$ cat src/rtl/rr_ring_arbiter_if.sv
// Request/grant bundle between the requesting units and the ring arbiter.
interface rr_ring_arbiter_if #(
  parameter int N   = 8,
  parameter int IDW = 3
);
  logic           enable;
  logic [N-1:0]   req;
  logic [N-1:0]   grant;
  logic           grant_valid;
  logic [IDW-1:0] grant_id;
  logic [N-1:0]   ptr;

  modport master (
    output enable, req,
    input  grant, grant_valid, grant_id, ptr
  );

  modport slave (
    input  enable, req,
    output grant, grant_valid, grant_id, ptr
  );
endinterface

$ cat src/rtl/rr_ring_arbiter.sv
// Round-robin arbiter with a one-hot ring pointer and a bounded hold time.
//   state | meaning
//   IDLE  | no grant outstanding; a new grant may be issued when enabled
//   BUSY  | one requester holds the resource; released on req drop or hold limit
module rr_ring_arbiter #(
  parameter int N        = 8,
  parameter int MAX_HOLD = 16,
  parameter int IDW      = 3
) (
  input  logic              clock,
  input  logic              reset,
  rr_ring_arbiter_if.slave  bus
);

  localparam int HCW = $clog2(MAX_HOLD) + 1;

  typedef enum logic {IDLE, BUSY} state_t;

  state_t         state, state_n;
  logic [N-1:0]   grant_q, grant_n;
  logic [N-1:0]   ptr_q, ptr_n;
  logic [IDW-1:0] id_q, id_n;
  logic [HCW-1:0] hold_q, hold_n;

  logic [IDW-1:0] ptr_idx;
  logic [IDW-1:0] sel;
  logic [IDW-1:0] scan_idx;
  logic           found;
  int             j;

  // circular scan starting at the pointer position
  always_comb begin
    ptr_idx  = '0;
    sel      = '0;
    scan_idx = '0;
    found    = 1'b0;
    j        = 0;
    for (int i = 0; i < N; i++) begin
      if (ptr_q[i]) ptr_idx = IDW'(i);
    end
    for (int k = 0; k < N; k++) begin
      j = int'(ptr_idx) + k;
      if (j >= N) j = j - N;
      scan_idx = IDW'(j);
      if (!found && bus.req[scan_idx]) begin
        found = 1'b1;
        sel   = scan_idx;
      end
    end
  end

  always_comb begin
    state_n = state;
    grant_n = grant_q;
    id_n    = id_q;
    ptr_n   = ptr_q;
    hold_n  = hold_q;
    case (state)
      IDLE: begin
        if (bus.enable && found) begin
          grant_n = N'(1) << sel;
          id_n    = sel;
          hold_n  = '0;
          state_n = BUSY;
        end
      end
      BUSY: begin
        if (bus.req[id_q] && (hold_q < HCW'(MAX_HOLD - 1))) begin
          hold_n = hold_q + 1'b1;
        end else begin
          grant_n = '0;
          id_n    = '0;
          ptr_n   = {grant_q[N-2:0], grant_q[N-1]};
          state_n = IDLE;
        end
      end
      default: state_n = IDLE;
    endcase
  end

  always_ff @(posedge clock) begin
    if (!reset) begin
      state   <= IDLE;
      grant_q <= '0;
      id_q    <= '0;
      ptr_q   <= N'(1);
      hold_q  <= '0;
    end else begin
      state   <= state_n;
      grant_q <= grant_n;
      id_q    <= id_n;
      ptr_q   <= ptr_n;
      hold_q  <= hold_n;
    end
  end

  assign bus.grant       = grant_q;
  assign bus.grant_valid = |grant_q;
  assign bus.grant_id    = id_q;
  assign bus.ptr         = ptr_q;

endmodule

$ cat src/flat_wrapper.sv
// flat-port wrapper written by rule: the top's interface ports become plain ports
module rr_ring_arbiter_flat 
#(
  parameter int N        = 8,
  parameter int MAX_HOLD = 16,
  parameter int IDW      = 3
)
  (clock, reset, bus_enable, bus_req, bus_grant, bus_grant_valid, bus_grant_id, bus_ptr);
  rr_ring_arbiter_if #(.N(N), .IDW(IDW)) bus_i ();
  input  logic clock;
  input  logic reset;
  input wire logic [$bits(bus_i.enable)-1:0] bus_enable;
  input wire logic [$bits(bus_i.req)-1:0] bus_req;
  output wire logic [$bits(bus_i.grant)-1:0] bus_grant;
  output wire logic [$bits(bus_i.grant_valid)-1:0] bus_grant_valid;
  output wire logic [$bits(bus_i.grant_id)-1:0] bus_grant_id;
  output wire logic [$bits(bus_i.ptr)-1:0] bus_ptr;
  assign bus_i.enable = bus_enable;
  assign bus_i.req = bus_req;
  assign bus_grant = bus_i.grant;
  assign bus_grant_valid = bus_i.grant_valid;
  assign bus_grant_id = bus_i.grant_id;
  assign bus_ptr = bus_i.ptr;
  rr_ring_arbiter #(.N(N), .MAX_HOLD(MAX_HOLD), .IDW(IDW)) u_core (.clock(clock), .reset(reset), .bus(bus_i));
endmodule
$ cat config.mk
export PLATFORM = sky130hd
export DESIGN_NAME = rr_ring_arbiter_flat
export DESIGN_NICKNAME = d
export VERILOG_FILES = /design/src/rtl/rr_ring_arbiter_if.sv /design/src/rtl/rr_ring_arbiter.sv /design/src/flat_wrapper.sv
export SDC_FILE = /design/constraint.sdc
export NUM_CORES = 1
export LEC_CHECK = 0
export ABC_CLOCK_PERIOD_IN_PS = 3550
export CORE_AREA = 2 2 71 73
export DETAILED_ROUTE_END_ITERATION = 8
export DIE_AREA = 0 0 73 75
export GPL_TIMING_DRIVEN = 0
export PLACE_DENSITY = 0.7
export SETUP_SLACK_MARGIN = 0.02
export SKIP_CTS_REPAIR_TIMING = 1
export SYNTH_ARGS = -nofsm -noshare
export SYNTH_HDL_FRONTEND = slang
export SYNTH_SLANG_ARGS = --single-unit
$ cat constraint.sdc
create_clock -name clock -period 3.55 [get_ports clock]
set_clock_uncertainty 0.05 [all_clocks]
set_input_delay 0.5325 -clock clock [delete_from_list [all_inputs] [get_ports clock]]
set_output_delay 0.5325 -clock clock [all_outputs]
set_load 0.02 [all_outputs]
==> summary.txt, run 1 <==
Max VDD drop = 0.364 mV
CTS Buffer Depth = 2
Drt initial violations = 383
Seq cells post-synth = 25
Sequential cell area fraction in the yosys report = 0.221
Top cells by count, synth = nand2_1, dfxtp_1, nor2_1
Async S/R FF share, synth = 0
Starting Density = 0.486
CP arrival = 3.61 ns
Synth Area in Adders = 0.0166
Share of layout cells above drive strength 1 = 0.272
MaxCap Viol Count = 0
Simple-Gate Fraction of Synth Area = 0.279
CTS tree = done
Fin nets = 357
Worst hold margin = 0.437 ns
Core area = 4660 µm²
Ys Warns = 0
RSZ-0062 raised after global routing = yes
Cell with the most instances after synthesis = nand2_1
Worst Path Max Fanout = 9
Tcrit/Tclk final = 0.972
Crit path top cell by count = buf_6
Final std cells w/o fill = 396
Distinct cells, synth = 63
Critical Path, Cell by Cell = nand2b_4, a221o_1, nand2b_1, buf_6, ha_4, inv_4, xnor2_4, nand3_2, o22ai_4, mux2i_4, nor4b_4, buf_6, a41oi_4, nand2b_4, nor2b_4, buf_6, nand2_1, o31ai_2
Top post-synthesis cells by area = dfxtp_1, mux2i_1, nand2_1
Main combinational cell family by area after synthesis = compound AO/OA/AOI/OAI gates
Final Cell Area = 3120 µm²
CTS Buf Count = 3
Final core occ = 0.670
Die width = 73 µm
Initial DRT Pass Iterations = 5
Largest net degree at the start of global routing = 17
Crit path kind = reg -> reg
Placed cell count = 365
GRT Residual Overflow = 0
CTS Sinks = 25
Post-synth top area share = 0.221
Root Buffer = clkbuf_8
Area of the multi-input gates = 1820 µm²
Worst Path Required = 3.70 ns
I/O Buffers = 29
Net Count, Synth = 296
Synth area leader = dfxtp_1
FF/Latch Area = 512 µm²
Cells after Synth = 282
Initial antenna violation count = 0
Main flop type after synthesis = dfxtp_1
Fill cell count = 383
I/O pin count = 31
Drt drc = 0
Detail Route Antenna Nets = 0
Least-Margin Pin Slew = 0.776 ns
Bufs and invs on worst path = 4
Cell Area, Synth = 2270 µm²
Die Area = 5480 µm²
Vias/cell = 6.33
Post-synthesis xor/xnor area fraction = 0.0237
# rows = 25
Fmax = 290 MHz
Setup crit start kind = register
Clk slew on worst S/H paths = 0.09 ns
HPWL Detailed = 4.74 mm
HP Class = reg -> reg
Placer Congestion = 0.974
Min cycle time layout = 3.45 ns
Clk_lat worst skew = 0.28 ns
Post-synth EDFFs = 0
Routed wire length = 6.99 mm
Area Growth Syn to Fin = 37.7%
Synth Area in Compound Gates = 0.304
CP peak stage delay = 0.38 ns
CTS HTree Levels = 1
First-pass GRT wire length = 10.2 mm
CP max stage cell = a221o_1
Final hold vios = 0
Critical path endpoint category = register
Final Max Slew Viols = 0
Status = complete, no violations
Vias in the first global route = 2090
Power Density = 258 nW/µm²
Syn Area/Cell = 8.04 µm²
Antenna Diode Count = 0
LEAKAGE = 0.00124 µW
Final setup vio count = 0
Crit-path leading delay family = simple AND/OR/NAND/NOR gates
Tot GR Track Use = 0.234
Via count = 2506
Post-DP Area = 2660 µm²
Final Power = 805 µW
Die span in y = 75 µm
Routed wire length per instance = 17.7 µm
Post-synthesis mux area share = 0.0993
Max-slew headroom = 0.482
## layout by cell type (no fill, tap or decap), types with 4 or more instances in the layout
cell | netlist | final
buf_4 | 1 | 28
nand2b_1 | 8 | 7
a31oi_1 | 4 | 4
buf_6 | 3 | 7
clkdlybuf4s50_1 | 0 | 29
nand3_1 | 12 | 9
o21ai_0 | 18 | 17
xnor2_4 | 1 | 4
nor2_1 | 20 | 19
and2_1 | 7 | 7
inv_1 | 9 | 7
a21oi_1 | 14 | 14
mux2i_1 | 13 | 13
nor2b_1 | 13 | 12
o21ai_1 | 4 | 5
a211oi_1 | 6 | 5
dfxtp_1 | 25 | 20
o211ai_1 | 7 | 7
nand2_1 | 28 | 28
nand3b_1 | 4 | 4
## where the power goes
group | internal (µW) | leakage [µW] | switching [µW]
logic | 153 | 0.00101 | 174
clock network | 82.4 | 0.0000261 | 96.8
registers | 289 | 0.000206 | 10.9
## logic make-up (layout without fill, tap and decap cells)
family,after synthesis,in the layout
muxes,18,18
adders and majority gates,3,3
AOI/OAI and AO/OA,94,94
DFF,25,25
xor gates and xnor gates,4,4
and+or+nand+nor,112,112
buffers and inverters,26,86
## flip-flops by register name, summed over array words and instances (netlist names)
signal               count
u_core.bus.grant         8
u_core.state             1
u_core.hold_q            5
u_core.bus.grant_id      3
u_core.bus.ptr           8
## worst reg2reg max path, cell delays in order, from the launching register on
cell and delay (ns):
dfxtp_4 0.37, nand2b_4 0.14, a221o_1 0.38, nand2b_1 0.19
buf_6 0.15, ha_4 0.18, inv_4 0.06, xnor2_4 0.22
nand3_2 0.13, o22ai_4 0.21, mux2i_4 0.13, nor4b_4 0.24
buf_6 0.17, a41oi_4 0.19, nand2b_4 0.21, nor2b_4 0.11
buf_6 0.13, nand2_1 0.07, o31ai_2 0.06
## per-layer routing
metal | routed length, µm | global-route usage | up-vias
met5 | 0 | 0 | -
met4 | 221 | 0.0617 | 0
met3 | 381 | 0.0147 | 30
met2 | 3410 | 0.396 | 114
met1 | 2980 | 0.326 | 1195
li1 | - | - | 1167
## path summary, 6_finish.rpt
path / slack (ns) / from / end / cells after the start
max reg2reg: 0.1 / u_core.bus.ptr[2] / u_core.bus.grant[4] / 18
max: 0.1 / u_core.bus.ptr[2] / u_core.bus.grant[4] / 18
min: 0.44 / u_core.bus.ptr[0] / u_core.bus.ptr[0] / 2
min reg2reg: 0.44 / u_core.bus.ptr[0] / u_core.bus.ptr[0] / 2
## stage by stage
step | setup TNS, ns | setup slack (ns)
6_report | 0 | 0.0983
5_1_grt | -0.434 | -0.0547
4_1_cts | -7.08 | -0.556
3_5_place_dp | -6.57 | -0.522
3_3_place_gp | -6.29 | -0.474
2_1_floorplan | 0 | 0.0363
## cell type report
type | count | share of cell area
buffer | 14 | 0.0337
clock buffer | 3 | 0.0132
clock inverter | 1 | 0.00281
inverter | 10 | 0.0128
multi-input combinational | 231 | 0.584
sequential | 25 | 0.164
tap | 54 | 0.0216
timing repair buffer | 58 | 0.168
(Power assumes the default switching activity.)
==> inputs of run 2 (changes only) <==
Settings changed: REMOVE_ABC_BUFFERS from default to 1.
==> run 2 against run 1 <==
Via count is 6.0% lower. Count of clock-buffer cells in the layout is 1 higher. Worst setup slack better by 0.032 ns. Sequential cell count stayed put. Wire length is 9.1% lower. Cell area is 3.4% lower. Total power is 2.6% lower. Highest routed layer unchanged.
==> summary.txt, run 2 (synthesis results as in run 1) <==
Status = complete, no violations
Final Max Slew Viols = 0 (unchanged)
Core area = 4660 µm² (unchanged)
Antenna Diode Count = 0 (unchanged)
CP peak stage delay = 0.35 ns (-0.03 ns)
Share of layout cells above drive strength 1 = 0.265 (-0.00650)
R2R Path End = u_core.bus.grant[6]
CTS tree = done
CTS Buf Count = 3 (unchanged)
Bufs and invs on worst path = 3 (-1)
Detail Route Antenna Nets = 0 (unchanged)
Die width = 73 µm (unchanged)
HPWL Detailed = 4.37 mm (-7.8%)
Die span in y = 75 µm (unchanged)
MaxCap Viol Count = 0 (unchanged)
Critical Path, Cell by Cell = buf_4, nor2_1, o31a_1, inv_1, ha_4, xnor2_2, nand3_1, o22ai_2, mux2i_4, nor4b_4, buf_4, a41oi_4, nand2b_4, nor2b_4, nand2_1, o31ai_2
CTS HTree Levels = 1 (unchanged)
Worst Path Required = 3.69 ns (about the same)
Clk slew on worst S/H paths = 0.08 ns (about the same)
Drt drc = 0 (unchanged)
LEAKAGE = 0.00115 µW (-6.8%)
Tcrit/Tclk final = 0.963 (-0.00900)
Reg-to-reg slack, setup = 0.13 ns (+0.03 ns)
Least-Margin Pin Slew = 0.767 ns (-0.00819 ns)
HP Class = reg -> reg
Placement Setup Slack = -0.916 ns (-0.394 ns)
Max VDD drop = 0.306 mV (-16%)
Setup crit start kind = register
Initial antenna violation count = 0 (unchanged)
Max-slew headroom = 0.485 (+0.00273)
Clk_lat worst skew = 0.26 ns (-0.02 ns)
Crit path kind = reg -> reg
Final std cells w/o fill = 378 (-4.5%)
Root Buffer = clkbuf_8
Critical path endpoint category = register
Routed wire length = 6.36 mm (-9.1%)
Post-DP Area = 2540 µm² (-4.5%)
First-pass GRT wire length = 9.67 mm (-4.8%)
CP arrival = 3.55 ns (-0.06 ns)
Via count = 2356 (-6.0%)
I/O pin count = 31 (unchanged)
Fmax = 292 MHz (+0.93%)
Final core occ = 0.647 (-0.0231)
Drt initial violations = 274 (-28%)
GRT Residual Overflow = 0 (unchanged)
Worst Path Max Fanout = 8 (-1)
R2r startpoint = u_core.bus.ptr[2]
Crit-path leading delay family = simple AND/OR/NAND/NOR gates
Final Cell Area = 3010 µm² (-3.4%)
Vias/cell = 6.23 (-1.5%)
Min cycle time layout = 3.42 ns (-0.0319 ns)
# rows = 25 (unchanged)
Worst Reg-to-Reg Cells = 16 (-2)
Fin nets = 339 (-5.0%)
CTS Sinks = 25 (unchanged)
Routed wire length per instance = 16.8 µm (-4.8%)
Starting Density = 0.486 (unchanged)
Final hold vios = 0 (unchanged)
Commonest non-fill, non-tap cell in the layout = clkdlybuf4s50_1
Hold path depth = 2 (unchanged)
Power Density = 260 nW/µm² (+0.88%)
Initial DRT Pass Iterations = 5 (unchanged)
CTS Buffer Depth = 2 (unchanged)
Final setup vio count = 0 (unchanged)
Largest net degree at the start of global routing = 29 (+12)
Most frequent cells in the layout = clkdlybuf4s50_1, nand2_1, buf_4
Die Area = 5480 µm² (unchanged)
Placer Congestion = 0.999 (+2.6%)
Hold Startpoint = u_core.bus.grant[7]
Placed cell count = 350 (-4.1%)
I/O Buffers = 30 (+3.4%)
Final setup margin = 0.130 ns (+0.0319 ns)
Tot GR Track Use = 0.222 (-0.0120)
Vias in the first global route = 1949 (-6.7%)
Area Growth Syn to Fin = 32.9%
CP max stage cell = dfxtp_4
Hold endpoint = u_core.bus.grant[7]
Crit path top cell by count = buf_4
## run 2: cell types whose count changed in the layout (fill, tap and decap cells not counted), sizes merged
cell / before / now
clkinvlp: 0 / 2
clkdlybuf4s50: 29 / 30
clkbuf: 7 / 4
inv: 11 / 8
mux2i: 15 / 16
buf: 39 / 23
## run 2: how the worst max path moves through the flow
stage,startpoint,endpoint,slack [ns],depth (start not counted)
finish,u_core.bus.ptr[2],u_core.bus.grant[6],0.13,16
CTS,u_core.bus.ptr[5],u_core.bus.grant[1],-0.94,15
global placement,u_core.bus.ptr[5],u_core.bus.grant[6],-0.87,15
global route,u_core.bus.ptr[2],u_core.bus.grant[0],-0.03,16
floorplan,u_core.bus.ptr[5],u_core.bus.grant[6],-0.32,15
detailed placement,u_core.bus.ptr[5],u_core.bus.grant[6],-0.92,15
## run 2: through the flow
| step | TNS, ns | total power [µW] | hold slack [ns] |
|---|---|---|---|
| after floorplan | -3.73 | 485 | 0.410 |
| after global placement | -13.02 | 562 | 0.418 |
| after detailed placement | -13.76 | 563 | 0.431 |
| after CTS | -14.11 | 725 | 0.443 |
| after global routing | -0.0993 | 830 | 0.465 |
| final | 0 | 784 | 0.446 |
## run 2: cell type report
| cell class | instances | area (µm²) |
|---|---|---|
| well taps | 54 | 67.6 |
| multi-input cells | 232 | 1860 |
| repair buffers | 53 | 477 |
| clock buffers | 4 | 45.0 |
| inverters | 10 | 45.0 |
| flip-flops and latches | 25 | 519 |
| fillers | 389 | 1650 |
## run 2: worst reg2reg max path, delay by kind of cell (launching register included)
family                     cells  cell delay (ns)
and+or+nand+nor                6             1.14
AOI/OAI and AO/OA              4             0.80
buffers and inverters          3             0.44
DFF                            1             0.35
xor gates and xnor gates       1             0.23
adders and majority gates      1             0.19
muxes                          1             0.14
## run 2: per-layer routing
metal  global-route usage  wire, µm
met1                0.311      2750
met2                0.363      3050
met3               0.0268       439
met4               0.0597       120
met5                    0         0
## run 2: report_power, final
part	internal [µW]	total (µW)	switching, µW
combinational	155	325	170
clock	80.1	161	80.5
sequential	287	299	11.4
==> inputs of run 3 (changes only) <==
Settings changed: ABC_CLOCK_PERIOD_IN_PS 3550 to 2800, SLEW_MARGIN from default to 30.
Clock period 3.55 ns to 2.8 ns, I/O delays scaled along.
==> run 3 against run 2 <==
The run now ends with negative setup slack left. Die area is the same. Worst setup slack worse by 0.76 ns. Via count is 2.1% higher. Maximum frequency shrank 0.39%. Non-clock buffer count increased by 4. Global-route usage did not move. Total power grew 30%. Hold slack improved by 0.0034 ns. Sequential share of layout area is 0.37 points lower. Critical path type unchanged. Highest routed layer unchanged.
==> summary.txt, run 3 (synthesis results as in run 1) <==
Routed wire length = 6.50 mm (+2.2%)
CTS HTree Levels = 1 (unchanged)
Clk_lat worst skew = 0.26 ns (about the same)
CTS Buffer Depth = 2 (unchanged)
Clk slew on worst S/H paths = 0.08 ns (about the same)
MaxCap Viol Count = 0 (unchanged)
Vias/cell = 6.30 (+1.0%)
Drt drc = 0 (unchanged)
Crit path kind = reg -> reg
Clock power share = 0.202 (-0.003)
Placer Congestion = 0.999 (unchanged)
Commonest non-fill, non-tap cell in the layout = clkdlybuf4s50_1
Via count = 2405 (+2.1%)
Root Buffer = clkbuf_8
RSZ-0062 raised after global routing = yes
CTS tree = done
HPWL Detailed = 4.37 mm (unchanged)
Area Growth Syn to Fin = 35.9%
Sw Share = 0.338 (+0.00424)
First-pass GRT wire length = 9.67 mm (unchanged)
Power Density = 331 nW/µm² (+27%)
Antenna Diode Count = 0 (unchanged)
Worst Path Max Fanout = 8 (unchanged)
Sequential Power Share = 0.372 (-0.009)
Tcrit/Tclk final = 1.23 (+0.263)
Final hold vios = 0 (unchanged)
CTS Buf Count = 3 (unchanged)
Hold path depth = 2 (unchanged)
Core area = 4660 µm² (unchanged)
Most Used Layer, Global Route = met2
LEAKAGE = 0.00117 µW (+1.6%)
HP Class = reg -> reg
Min cycle time layout = 3.43 ns (+0.0133 ns)
Comb power frac = 0.427 (+0.013)
M3 GR Usage = 0.0268 (unchanged)
Fin nets = 343 (+1.2%)
Fmax = 291 MHz (-0.39%)
Worst Reg-to-Reg Cells = 13 (-3)
Internal = 674 µW (+29%)
Net switching power = 345 µW (+32%)
Met2 Usage GRT = 0.363 (unchanged)
Largest net degree at the start of global routing = 29 (unchanged)
Starting Density = 0.486 (unchanged)
Status = complete, but fails checks
Share of layout cells above drive strength 1 = 0.284 (+0.0181)
Detail Route Antenna Nets = 0 (unchanged)
Most frequent cells in the layout = clkdlybuf4s50_1, nand2_1, buf_4
Drt initial violations = 331 (+21%)
Final setup vio count = 17 (+17)
Reg-to-reg slack, setup = -0.63 ns (-0.76 ns)
# rows = 25 (unchanged)
Area of the multi-input gates = 1900 µm² (+2.0%)
CP arrival = 3.58 ns (+0.03 ns)
Violated checks = negative setup slack
GR met1 Demand/Resource = 0.311 (unchanged)
Tot GR Track Use = 0.222 (unchanged)
GRT Residual Overflow = 0 (unchanged)
FF/Latch Area = 519 µm² (unchanged)
I/O pin count = 31 (unchanged)
Initial antenna violation count = 0 (unchanged)
I/O Buffers = 30 (unchanged)
Initial DRT Pass Iterations = 5 (unchanged)
Die Area = 5480 µm² (unchanged)
Least-Margin Pin Slew = 0.862 ns (+0.0942 ns)
Routed wire length per instance = 17.0 µm (+1.2%)
Setup crit start kind = register
Max VDD drop = 0.391 mV (+28%)
Final setup margin = -0.633 ns (-0.763 ns)
Die width = 73 µm (unchanged)
Max-slew headroom = 0.424 (-0.0602)
Critical path endpoint category = register
Worst Path Required = 2.94 ns (-0.75 ns)
Final Max Slew Viols = 0 (unchanged)
Worst hold margin = 0.449 ns (+0.00339 ns)
Final Power = 1020 µW (+30%)
Vias in the first global route = 1949 (unchanged)
CTS Sinks = 25 (unchanged)
Die span in y = 75 µm (unchanged)
Fill cell count = 387 (-0.51%)
## run 3: cell count changes in the layout (fill, tap and decap cells not counted), sizes merged
cell / change
buf: +4
## run 3: layout make-up
cell class / instances / area share
multi-input cells: 232 / 0.616
flip-flops and latches: 25 / 0.169
repair buffers: 57 / 0.165
well taps: 54 / 0.0219
clock buffers: 4 / 0.0146
inverters: 10 / 0.0146
## run 3: final timing paths
path / startpoint / end
setup / recovery: u_core.bus.ptr[2] / u_core.bus.grant[0]
hold / removal: u_core.bus.grant[7] / u_core.bus.grant[7]
setup reg to reg: u_core.bus.ptr[2] / u_core.bus.grant[0]
hold reg to reg: u_core.bus.grant[7] / u_core.bus.grant[7]
## run 3: critical path: stages (launching register included)
cell	delay [ns]
dfxtp_4	0.35
nand2b_4	0.15
a221o_1	0.39
nand2b_4	0.18
clkinvlp_4	0.16
ha_4	0.35
clkinvlp_4	0.19
buf_4	0.19
mux2i_2	0.36
o21bai_1	0.22
a31oi_4	0.11
a22o_4	0.27
or2_4	0.23
o21ai_1	0.14
## run 3: stage by stage
stage                      util  cells  cell area [µm²]  setup WS (ns)  TNS [ns]
after floorplan               -    266             2170          -1.07    -16.48
after global placement    0.546    350             2540          -1.62    -25.77
after detailed placement  0.546    350             2540          -1.67    -26.51
after CTS                 0.555    354             2590          -1.69    -26.86
after global routing      0.661    382             3080         -0.798    -11.83
final                     0.661    382             3080         -0.633     -9.00
## run 3: power groups by stage
stage,Clock [µW],Combinational [µW],Sequential [µW]
5_1_grt,228,465,381
6_report,206,435,379
3_3_place_gp,0,322,391
3_5_place_dp,0,322,391
2_1_floorplan,0,215,399
4_1_cts,213,324,383
## run 3: routing by layer
metal,wire (µm),part of all wire
met1,2790,0.43
met2,3160,0.49
met3,480,0.074
met4,69,0.011
met5,0,0
